### config.mk
export PLATFORM = sky130hd
export DESIGN_NAME = otp_ctrl_init_seq
export DESIGN_NICKNAME = d
export VERILOG_FILES = /design/src/rtl/otp_ctrl_init_seq.sv
export SDC_FILE = /design/constraint.sdc
export NUM_CORES = 1
export LEC_CHECK = 0
export CAP_MARGIN = 20
export CELL_PAD_IN_SITES_DETAIL_PLACEMENT = 1
export CELL_PAD_IN_SITES_GLOBAL_PLACEMENT = 1
export CORE_UTILIZATION = 35
export DETAILED_ROUTE_END_ITERATION = 10
export PLACE_DENSITY_LB_ADDON = 0.25
export SLEW_MARGIN = 10
export SYNTH_ARGS = -nofsm -noshare
export SYNTH_HDL_FRONTEND = slang
export SYNTH_SLANG_ARGS = --single-unit
### constraint.sdc
create_clock -name clk_i -period 1.9 [get_ports clk_i]
set_input_delay 0.285 -clock clk_i [delete_from_list [all_inputs] [get_ports clk_i]]
set_output_delay 0.285 -clock clk_i [all_outputs]
set_load 0.03 [all_outputs]
### src/rtl/otp_ctrl_init_seq.sv
// OTP controller init sequencer: AST power-up handshake, then per-partition init.
// Terminal in DoneSt/ErrorSt until reset; every output comes straight from a flop.
module otp_ctrl_init_seq #(
  parameter int NumPart        = 7,
  parameter int PwrSeqTimeout  = 255,
  parameter int OtpPwrSeqWidth = 2
) (
  input  logic                      clk_i,
  input  logic                      rst_i,
  input  logic                      pwr_otp_init_req_i,
  output logic                      pwr_otp_init_done_o,
  output logic                      pwr_otp_idle_o,
  output logic [OtpPwrSeqWidth-1:0] ast_pwr_seq_o,
  input  logic [OtpPwrSeqWidth-1:0] ast_pwr_seq_h_i,
  output logic [NumPart-1:0]        part_init_req_o,
  input  logic [NumPart-1:0]        part_init_done_i,
  input  logic [NumPart-1:0]        part_init_err_i,
  output logic                      init_err_o
);

  // Sparse codes with pairwise Hamming distance >= 3.
  typedef enum logic [5:0] {
    IdleSt     = 6'b000000,
    PwrUp0St   = 6'b000111,
    PwrUp1St   = 6'b011001,
    PartInitSt = 6'b101010,
    DoneSt     = 6'b110100,
    ErrorSt    = 6'b111111
  } state_e;

  localparam logic [OtpPwrSeqWidth-1:0] SeqStep0   = OtpPwrSeqWidth'(1);
  localparam logic [OtpPwrSeqWidth-1:0] SeqStep1   = OtpPwrSeqWidth'(3);
  localparam logic [7:0]                TimeoutVal = 8'(PwrSeqTimeout);

  typedef struct packed {
    logic                      done;
    logic                      err;
    logic                      idle;
    logic [OtpPwrSeqWidth-1:0] ast;
  } out_t;

  // Plain vector so a corrupted code stays representable and lands in the default arm.
  logic [5:0]         r_state;
  logic [7:0]         r_cnt;
  logic [NumPart-1:0] r_done;
  logic [NumPart-1:0] r_req;
  out_t               r_out;

  logic [7:0]         w_cnt_inc;
  logic               w_timeout;
  logic               w_part_err;
  logic [NumPart-1:0] w_done_seen;
  logic               w_all_done;

  function automatic out_t stateOut(input state_e s);
    out_t o;
    o = '0;
    case (s)
      IdleSt:               o.idle = 1'b1;
      PwrUp0St:             o.ast  = SeqStep0;
      PwrUp1St, PartInitSt: o.ast  = SeqStep1;
      DoneSt: begin
        o.ast  = SeqStep1;
        o.done = 1'b1;
        o.idle = 1'b1;
      end
      default: begin
        o.done = 1'b1;
        o.err  = 1'b1;
        o.idle = 1'b1;
      end
    endcase
    return o;
  endfunction

  // The wait counts the current cycle, so a step lasts at most PwrSeqTimeout cycles.
  assign w_cnt_inc   = r_cnt + 8'd1;
  assign w_timeout   = (w_cnt_inc == TimeoutVal);
  assign w_part_err  = |(part_init_done_i & part_init_err_i);
  assign w_done_seen = r_done | part_init_done_i;
  assign w_all_done  = &w_done_seen;

  always_ff @(posedge clk_i) begin
    if (rst_i) begin
      r_state <= IdleSt;
      r_cnt   <= '0;
      r_done  <= '0;
      r_req   <= '0;
      r_out   <= stateOut(IdleSt);
    end else begin
      case (r_state)
        IdleSt: begin
          if (pwr_otp_init_req_i) begin
            r_state <= PwrUp0St;
            r_out   <= stateOut(PwrUp0St);
            r_cnt   <= '0;
            r_done  <= '0;
          end
        end
        // Acknowledge is checked before the timeout so a last-cycle ack still wins.
        PwrUp0St: begin
          if (ast_pwr_seq_h_i == SeqStep0) begin
            r_state <= PwrUp1St;
            r_out   <= stateOut(PwrUp1St);
            r_cnt   <= '0;
          end else if (w_timeout) begin
            r_state <= ErrorSt;
            r_out   <= stateOut(ErrorSt);
          end else begin
            r_cnt <= w_cnt_inc;
          end
        end
        PwrUp1St: begin
          if (ast_pwr_seq_h_i == SeqStep1) begin
            r_state <= PartInitSt;
            r_out   <= stateOut(PartInitSt);
            r_req   <= '1;
          end else if (w_timeout) begin
            r_state <= ErrorSt;
            r_out   <= stateOut(ErrorSt);
          end else begin
            r_cnt <= w_cnt_inc;
          end
        end
        PartInitSt: begin
          r_done <= w_done_seen;
          if (w_part_err) begin
            r_state <= ErrorSt;
            r_out   <= stateOut(ErrorSt);
            r_req   <= '0;
          end else if (w_all_done) begin
            r_state <= DoneSt;
            r_out   <= stateOut(DoneSt);
            r_req   <= '0;
          end else begin
            r_req <= ~w_done_seen;
          end
        end
        DoneSt, ErrorSt: begin
        end
        default: begin
          r_state <= ErrorSt;
          r_out   <= stateOut(ErrorSt);
          r_req   <= '0;
        end
      endcase
    end
  end

  assign pwr_otp_init_done_o = r_out.done;
  assign init_err_o          = r_out.err;
  assign pwr_otp_idle_o      = r_out.idle;
  assign ast_pwr_seq_o       = r_out.ast;
  assign part_init_req_o     = r_req;

endmodule

==> reports/results.ini, run 1 <==
[worst_setup_path]
critical_path.top_delay_family=simple AND/OR/NAND/NOR gates
cp.required_ns=2.07
r2r_slack_ns=-0.07
cp_max_fo=5
path_buf_inv=1
critical_path.max_stage_delay_ns=0.57
critPathLaunchType=register
crit_slowest_cell=or4_4
cp-end-kind=register
crit_arrival_ns=2.14
path_class=reg -> reg
cp_cell_sequence=or4_4 -> nor3_4 -> buf_6 -> nor2_4 -> o211ai_1 -> a211oi_2

[grt]
first_global_vias=2145
overflow=0
antenna_found_initial=0
grt_pass1_wl_microns=10580
grt_max_degree=16
grt_usage=0.2583

[routing]
drt-total-wl_microns=7860
vias_per_cell=5.773
ant_nets=0
drt_pass1_iterations=4
vias=2165
drc=0
wire_per_inst_microns=20.96
drt_iter0_drc=103

[synth]
synth-warning-count=0
ys_ff_latch=33
synth.top_cells.by_count=a21oi_1, dfxtp_1, nor2_1, nand2_1, o21ai_0
syn_inst=220
syn_area_sq_um=1822
yosysUniqueCellTypes=47
yosysSeqAreaShare=0.3626
synth_nets=241
synth_top_area_cell=dfxtp_1
ys.flop_type=dfxtp_1
synth_edf_count=0
syn_avg_cell_area_sq_um=8.281
yosysTopAreaCellShare=0.3626
synth.most_common_cell=a21oi_1
synthTopCellsByArea=dfxtp_1, a21oi_1, nor2_1
async_flop_share=0

[place]
place_area_sq_um=2557
post-place-ws_ns=-0.3351
numPortBuffers=30
hpwl_microns=4899
gp_congestion=0.8490

[hold_path]
hold_path_class=in -> reg

[pwr]
power.leakage_nw=1.089
power.density_nw_per_um2=644.6
p_comb_frac=0.190
seq_power_share=0.388
p_sw_frac=0.2678
irDropWorstVdd_v=0.0005973
p_switching_w=0.0005231
p_clk_frac=0.422
internal-power_w=0.001430

[floorplan]
ios=31
fp.dieArea_sq_um=5497
core_sq_um=4880
die_h_microns=74.15
fp.dieW_microns=74.15
std_cell_rows=25
initial_core_util=0.3733

[timing]
timing.fmax_ghz=0.5080
layout_min_cycle_time_ns=1.969
relSlewSlack=0.5915
slew_violations=0
setup_ws_ns=-0.06865
hold_viol=0
finalSetupViolations=11
period_share=1.036
tightest_slew_ns=0.6128
finClkSkew_ns=0.01282
hold_slack_ns=0.4545
rsz0062_at_grt=yes

[final_layout]
diodes=0
multi_input_area_sq_um=1316
final_nets=328
final_area_sq_um=3030
regArea_sq_um=675.6
area_delta_synth_final_pct=66.35
final.fill_count=572
drive_gt1_frac=0.3864

[cts]
clockBufferDepth=2
cts-root-buf=clkbuf_8
htree_levels=2
clock-sinks=33
tritoncts=built
clock_latency_ns=0.31
cts_made_buffers=5
clk_pin_slew_ns=0.09

[outcome]
violations=negative setup slack
status=finished with violations

[job]
max-cap-violations=0

==> final timing paths <==
kind                                           from                   to  depth (start not counted)
worst max-delay path                     r_state[0]  pwr_otp_init_done_o                          6
worst min-delay path            part_init_done_i[3]            r_done[3]                          4
worst max register to register           r_state[0]  pwr_otp_init_done_o                          6
worst min register to register     ast_pwr_seq_o[0]     ast_pwr_seq_o[0]                          2
==> sequential cells by signal, indices dropped and copies added, names as in the netlist <==
name / flops
pwr_otp_init_done_o: 1
ast_pwr_seq_o: 2
r_cnt: 8
init_err_o: 1
pwr_otp_idle_o: 1
r_state: 6
r_done: 7
part_init_req_o: 7
==> metal layers <==
layer	routed length, microns	track usage	vias up	part of all wire
met5	0	0	-	0
met4	265	0.08120	0	0.034
met3	348	0.05962	22	0.044
met2	4135	0.4455	55	0.53
met1	3111	0.3184	1073	0.40
li1	-	-	1015	-
==> power by group through the flow <==
stage                     Combinational (W)  Clock (W)  Sequential [W]
after floorplan                    0.000122          0        0.000775
after global placement             0.000292          0        0.000763
after detailed placement           0.000301          0        0.000766
after CTS                          0.000308   0.000810        0.000752
after global routing               0.000393   0.000856        0.000761
final                              0.000371   0.000825        0.000757
==> logic make-up after synthesis <==
| group | Yosys count | synth area share |
|---|---|---|
| compound gates | 87 | 0.3070 |
| xor+xnor | 4 | 0.01923 |
| simple gates | 81 | 0.2630 |
| flops | 33 | 0.3626 |
| buf+inv | 13 | 0.03434 |
| fa+ha+maj | 2 | 0.01373 |
==> final cells by class <==
type | count | share of cell area
multi-input cells | 174 | 0.4344
repair buffers | 88 | 0.2647
flip-flops and latches | 33 | 0.2230
well taps | 67 | 0.02766
clock buffers | 5 | 0.02271
clock inverters | 3 | 0.02147
inverters | 5 | 0.006193
==> cells in the final DEF (no fill, tap or decap), types with 3 or more instances in the layout <==
cell type,instances
a211oi_1,7
buf_6,5
clkbuf_8,5
a21oi_2,3
dfxtp_1,25
nor2_1,19
nand3_1,7
a21oi_1,25
a21oi_4,6
o21ai_0,12
dfxtp_2,6
a21o_1,3
o22ai_1,3
a22oi_1,4
inv_1,5
a311oi_2,8
nand2_1,17
buf_4,50
nor2_2,3
clkdlybuf4s50_1,28
xnor2_1,4
==> per-stage QoR <==
| stage | total power, W | TNS [ns] | util | cells |
|---|---|---|---|---|
| after detailed placement | 0.001067 | -4.549 | 0.5241 | 360 |
| after CTS | 0.001871 | -0.005755 | 0.5603 | 368 |
| final | 0.001953 | -0.4636 | 0.6210 | 375 |
| after floorplan | 0.0008971 | 0 | - | 220 |
| after global placement | 0.001056 | -3.864 | 0.5241 | 360 |
| after global routing | 0.002010 | -1.398 | 0.6210 | 375 |
==> worst min-delay path: stages <==
cell and delay, ns:
dlymetal6s2s_1 0.15, buf_4 0.15, a22oi_1 0.06, nor2_1 0.08
==> timing repair <==
action / 4_1_cts / 5_1_grt
buffers inserted: 0 / 6
endpoints found under the hold margin: 0 / 0
pin swaps: 1 / 18
hold buffers: 0 / 0
gates resized for setup: 15 / 47
gates cloned: 0 / 1
endpoints found under the setup margin: 15 / 22
Power figures use the tool's default switching activity.
==> run 2: changes to the inputs <==
--- a/config.mk
+++ b/config.mk
@@ -8,8 +8,9 @@
 export CAP_MARGIN = 20
 export CELL_PAD_IN_SITES_DETAIL_PLACEMENT = 1
 export CELL_PAD_IN_SITES_GLOBAL_PLACEMENT = 1
-export CORE_UTILIZATION = 35
+export CORE_UTILIZATION = 42
 export DETAILED_ROUTE_END_ITERATION = 10
+export DONT_BUFFER_PORTS = 1
 export PLACE_DENSITY_LB_ADDON = 0.25
 export SLEW_MARGIN = 10
 export SYNTH_ARGS = -nofsm -noshare
==> run 2 against run 1 <==
Net effect: the flow now finishes without violations; power down 9.8%; utilization down 4.0 points; clock-buffer cell count unchanged; final area down 22%; critical path type unchanged.
==> reports/results.ini, run 2 (same netlist as run 1, synthesis figures left out) <==
[final_layout]
area_delta_synth_final_pct=30.22
final_nets=273
layout_commonest_cell=buf_4
largest_register_ff_count=8
regMostFlops=r_cnt
drive_gt1_frac=0.3123
layout_common_cells=buf_4, a21oi_1, dfxtp_1
diodes=0
final_cells=303

[timing]
period_share=0.9773
slew_violations=0
rsz0062_at_grt=yes
finClkSkew_ns=0.008327
timing.fmax_ghz=0.5386
hold_viol=0
tightest_slew_ns=0.5525
layout_min_cycle_time_ns=1.857
hold_slack_ns=0.04588
finalSetupViolations=0
relSlewSlack=0.6292

[grt]
first_global_vias=1958
grt_usage=0.2830
antenna_found_initial=0
grt_pass1_wl_microns=9384
grt_max_degree=25
overflow=0

[floorplan]
fp.dieW_microns=67.86
core_sq_um=4086
fp.dieArea_sq_um=4605
initial_core_util=0.4458
ios=31
std_cell_rows=23
die_h_microns=67.86

[outcome]
status=finished, final reports clean

[routing]
ant_nets=0
vias=1903
drt_iter0_drc=107
drt-total-wl_microns=6061
drc=0
vias_per_cell=6.281
wire_per_inst_microns=20.00
drt_pass1_iterations=5

[job]
max-cap-violations=0

[worst_setup_path]
cp_cell_sequence=or4_4 -> nor3_4 -> o22ai_4 -> buf_4 -> a21oi_1 -> a311oi_2
crit_arrival_ns=2.03
path_class=reg -> reg
critical_path.top_delay_family=simple AND/OR/NAND/NOR gates
critPathLaunchType=register
cp-end-kind=register
cp_max_fo=11
crit_slowest_cell=or4_4
cp.required_ns=2.07
critical_path.max_stage_delay_ns=0.52
path_buf_inv=1

[place]
gp_congestion=0.9456
dp_cells=286
numPortBuffers=0
hpwl_microns=4253

[cts]
cts_made_buffers=5
htree_levels=2
clock_latency_ns=0.30
cts_hold_buf=0
clk_pin_slew_ns=0.07
clock-sinks=33
tritoncts=built
cts-root-buf=clkbuf_8
clockBufferDepth=2

[hold_path]
hold_path_class=in -> reg

[pwr]
power.density_nw_per_um2=742.4
irDropWorstVdd_v=0.0005260
power.leakage_nw=0.7965

[run 2: worst paths after layout]
check	from	end	slack, ns	depth (start not counted)
hold / removal	rst_i	r_state[3]	0.05	1
setup reg to reg	r_state[1]	part_init_req_o[4]	0.04	6
setup / recovery	r_state[1]	part_init_req_o[4]	0.04	6
hold reg to reg	r_done[2]	r_done[2]	0.48	2
[run 2: repair_timing]
item / CTS / global route
setup buffers: 6 / 3
resized for setup: 18 / 23
endpoints found under the setup margin: 22 / 21
pin swaps: 4 / 7
[run 2: stage by stage]
stage | worst slack [ns] | total power [W] | setup TNS, ns | utilization | cell area [sq um]
CTS | -0.007968 | 0.001763 | -0.007968 | 0.5524 | 2257
floorplan | 0.09484 | 0.0008971 | 0 | - | 1822
global placement | -0.03849 | 0.0009339 | -0.1328 | 0.4945 | 2021
detailed placement | -0.1041 | 0.0009454 | -1.058 | 0.4945 | 2021
global route | -0.04983 | 0.001826 | -0.1616 | 0.5805 | 2372
finish | 0.04318 | 0.001761 | 0 | 0.5805 | 2372
[run 2: cell type report]
type                       instances  area, sq um
sequential                        33        683.2
tap                               50        62.56
inverter                           5        18.77
timing repair buffer              33        259.0
clock buffer                       5        68.82
clock inverter                     3        65.06
multi-input combinational        174         1215
fill                             506         1714
[run 2: power breakdown]
| part | switching (W) | leakage [nW] | total (W) | internal, W |
|---|---|---|---|---|
| Clock | 0.000273 | 0.0681 | 0.000794 | 0.000521 |
| Combinational | 0.0000973 | 0.457 | 0.000186 | 0.0000886 |
| Sequential | 0.0000652 | 0.272 | 0.000782 | 0.000716 |
[run 2: worst reg2reg max path, stage by stage, from the launching register on]
cell,delay (ns)
dfxtp_4,0.40
or4_4,0.53
nor3_4,0.22
o22ai_4,0.12
buf_4,0.17
a21oi_1,0.21
a311oi_2,0.08
[run 2: metal layers]
metal / up-vias / share of wire / routed length, microns / GRT usage
met5: - / 0 / 0 / 0
met2: 56 / 0.49 / 2949 / 0.4542
met3: 19 / 0.043 / 261 / 0.07500
met4: 0 / 0.032 / 191 / 0.1224
li1: 906 / - / - / -
met1: 922 / 0.44 / 2658 / 0.3551
==> run 3: changes to the inputs <==
--- a/config.mk
+++ b/config.mk
@@ -9,9 +9,10 @@
 export CELL_PAD_IN_SITES_DETAIL_PLACEMENT = 1
 export CELL_PAD_IN_SITES_GLOBAL_PLACEMENT = 1
 export CORE_UTILIZATION = 42
+export CTS_CLUSTER_SIZE = 8
 export DETAILED_ROUTE_END_ITERATION = 10
 export DONT_BUFFER_PORTS = 1
-export PLACE_DENSITY_LB_ADDON = 0.25
+export PLACE_DENSITY_LB_ADDON = 0.1
 export SLEW_MARGIN = 10
 export SYNTH_ARGS = -nofsm -noshare
 export SYNTH_HDL_FRONTEND = slang
==> run 3 against run 2 <==
Net effect: the flow now finishes with violations (negative setup slack); fmax fell by 5.4%; non-clock buffer count fell by 3; worst hold slack improved by 0.0069 ns; sequential share of layout area fell by 0.67 points; power fell by 4.7%; die area did not move; critical endpoint is now r_state[3]; highest routed layer unchanged.
==> reports/results.ini, run 3 (same netlist as run 1, synthesis figures left out) <==
[hold_path]
hold_path_class=in -> reg

[cts]
cts_made_buffers=5
clk_pin_slew_ns=0.07
htree_levels=2
cts_hold_buf=0
cts-root-buf=clkbuf_8
clock-sinks=33
clockBufferDepth=2
clock_latency_ns=0.29
tritoncts=built

[floorplan]
fp.dieArea_sq_um=4605
die_h_microns=67.86
ios=31
std_cell_rows=23
fp.dieW_microns=67.86
core_sq_um=4086
initial_core_util=0.4458

[outcome]
violations=negative setup slack
status=finished with violations

[grt]
antenna_found_initial=0
overflow=0
grt_usage=0.2923
grt_max_degree=25
grt_pass1_wl_microns=9832
first_global_vias=1957

[final_layout]
regMostFlops=r_cnt
layout_common_cells=dfxtp_1, buf_4, a21oi_1
diodes=0
area_delta_synth_final_pct=31.87
final_cells=301
final_nets=271
final_core_util=0.5879
largest_register_ff_count=8
drive_gt1_frac=0.3506
layout_commonest_cell=dfxtp_1

[pwr]
power.density_nw_per_um2=698.8
irDropWorstVdd_v=0.0003187
power.leakage_nw=0.7971

[worst_setup_path]
crit_slowest_cell=or4_4
cp_cell_sequence=or4_4 -> nor4_2 -> and2b_4 -> a21oi_1 -> a311oi_1
critPathLaunchType=register
cp_max_fo=7
r2r_cells=5
endpoint=r_state[3]
crit_arrival_ns=2.11
r2r-start=r_state[1]
r2r_slack_ns=-0.06
startpoint=r_state[1]
critical_path.max_stage_delay_ns=0.57
cp-end-kind=register
cp.required_ns=2.05
path_class=reg -> reg
crit-reg2reg-capture=r_state[3]

[timing]
rsz0062_at_grt=yes
timing.fmax_ghz=0.5095
tns_ns=-0.4603
finalSetupViolations=11
hold_slack_ns=0.05282
hold_viol=0
layout_min_cycle_time_ns=1.963
tightest_slew_ns=0.5922
period_share=1.033
finClkSkew_ns=0.003761
relSlewSlack=0.6010
setup_ws_ns=-0.06281
slew_violations=0

[place]
numPortBuffers=0
gp_congestion=0.8738
post-place-ws_ns=-0.1211
hpwl_microns=4219
dp_cells=285

[routing]
drt_iter0_drc=162
drt-total-wl_microns=6594
drt_pass1_iterations=4
vias=1957
wire_per_inst_microns=21.91
ant_nets=0
drc=0
vias_per_cell=6.502

[job]
max-cap-violations=0

==> run 3: per-stage QoR <==
step                      total power, W  area (sq um)
final                           0.001679          2402
after global routing            0.001731          2402
after CTS                       0.001654          2220
after detailed placement       0.0009466          2026
after global placement         0.0009380          2026
after floorplan                0.0008971          1822
==> run 3: cell type report <==
cell class,count,area (sq um)
Fill cell,477,1684
Inverter,5,18.77
Multi-Input combinational cell,175,1280
Clock inverter,1,30.03
Tap cell,50,62.56
Sequential cell,33,675.6
Timing Repair Buffer,30,249.0
Clock buffer,7,86.33
==> run 3: timing repair <==
item / 4_1_cts / 5_1_grt
gates resized for setup: 15 / 32
endpoints found under the setup margin: 18 / 22
cloned: 1 / 0
pin swaps: 1 / 24
buffers inserted: 2 / 5
==> run 3: worst min-delay path by stage <==
stage | start | to | slack [ns] | cells after the start
2_1_floorplan | rst_i | ast_pwr_seq_o[0] | 0.40 | 1
3_3_place_gp | rst_i | r_done[0] | 0.36 | 1
3_5_place_dp | rst_i | r_state[5] | 0.36 | 1
4_1_cts | rst_i | r_state[5] | 0.05 | 1
5_1_grt | rst_i | r_state[0] | 0.04 | 1
6_report | rst_i | r_state[5] | 0.05 | 1
==> run 3: worst max-delay path, delay by kind of cell, from the launching register on <==
kind	cells	cell delay, ns
flip-flops	1	0.38
AND/OR/NAND/NOR	3	1.08
AO/OA/AOI/OAI	2	0.36
==> run 3: power by group <==
part | switching [W] | internal [W] | leakage (nW) | total (W)
combinational | 0.000110 | 0.0000967 | 0.468 | 0.000207
sequential | 0.0000612 | 0.000718 | 0.271 | 0.000779
clock | 0.000265 | 0.000428 | 0.0585 | 0.000693
total | 0.000437 | 0.00124 | 0.797 | 0.00168
==> run 3: routing by layer <==
| layer | global-route usage | wire length, microns | part of all wire | up-vias |
|---|---|---|---|---|
| met5 | 0 | 0 | 0 | - |
| met4 | 0.1302 | 189 | 0.029 | 0 |
| met3 | 0.07333 | 329 | 0.050 | 16 |
| met2 | 0.4616 | 3199 | 0.49 | 75 |
| met1 | 0.3742 | 2876 | 0.44 | 965 |
| li1 | - | - | - | 901 |
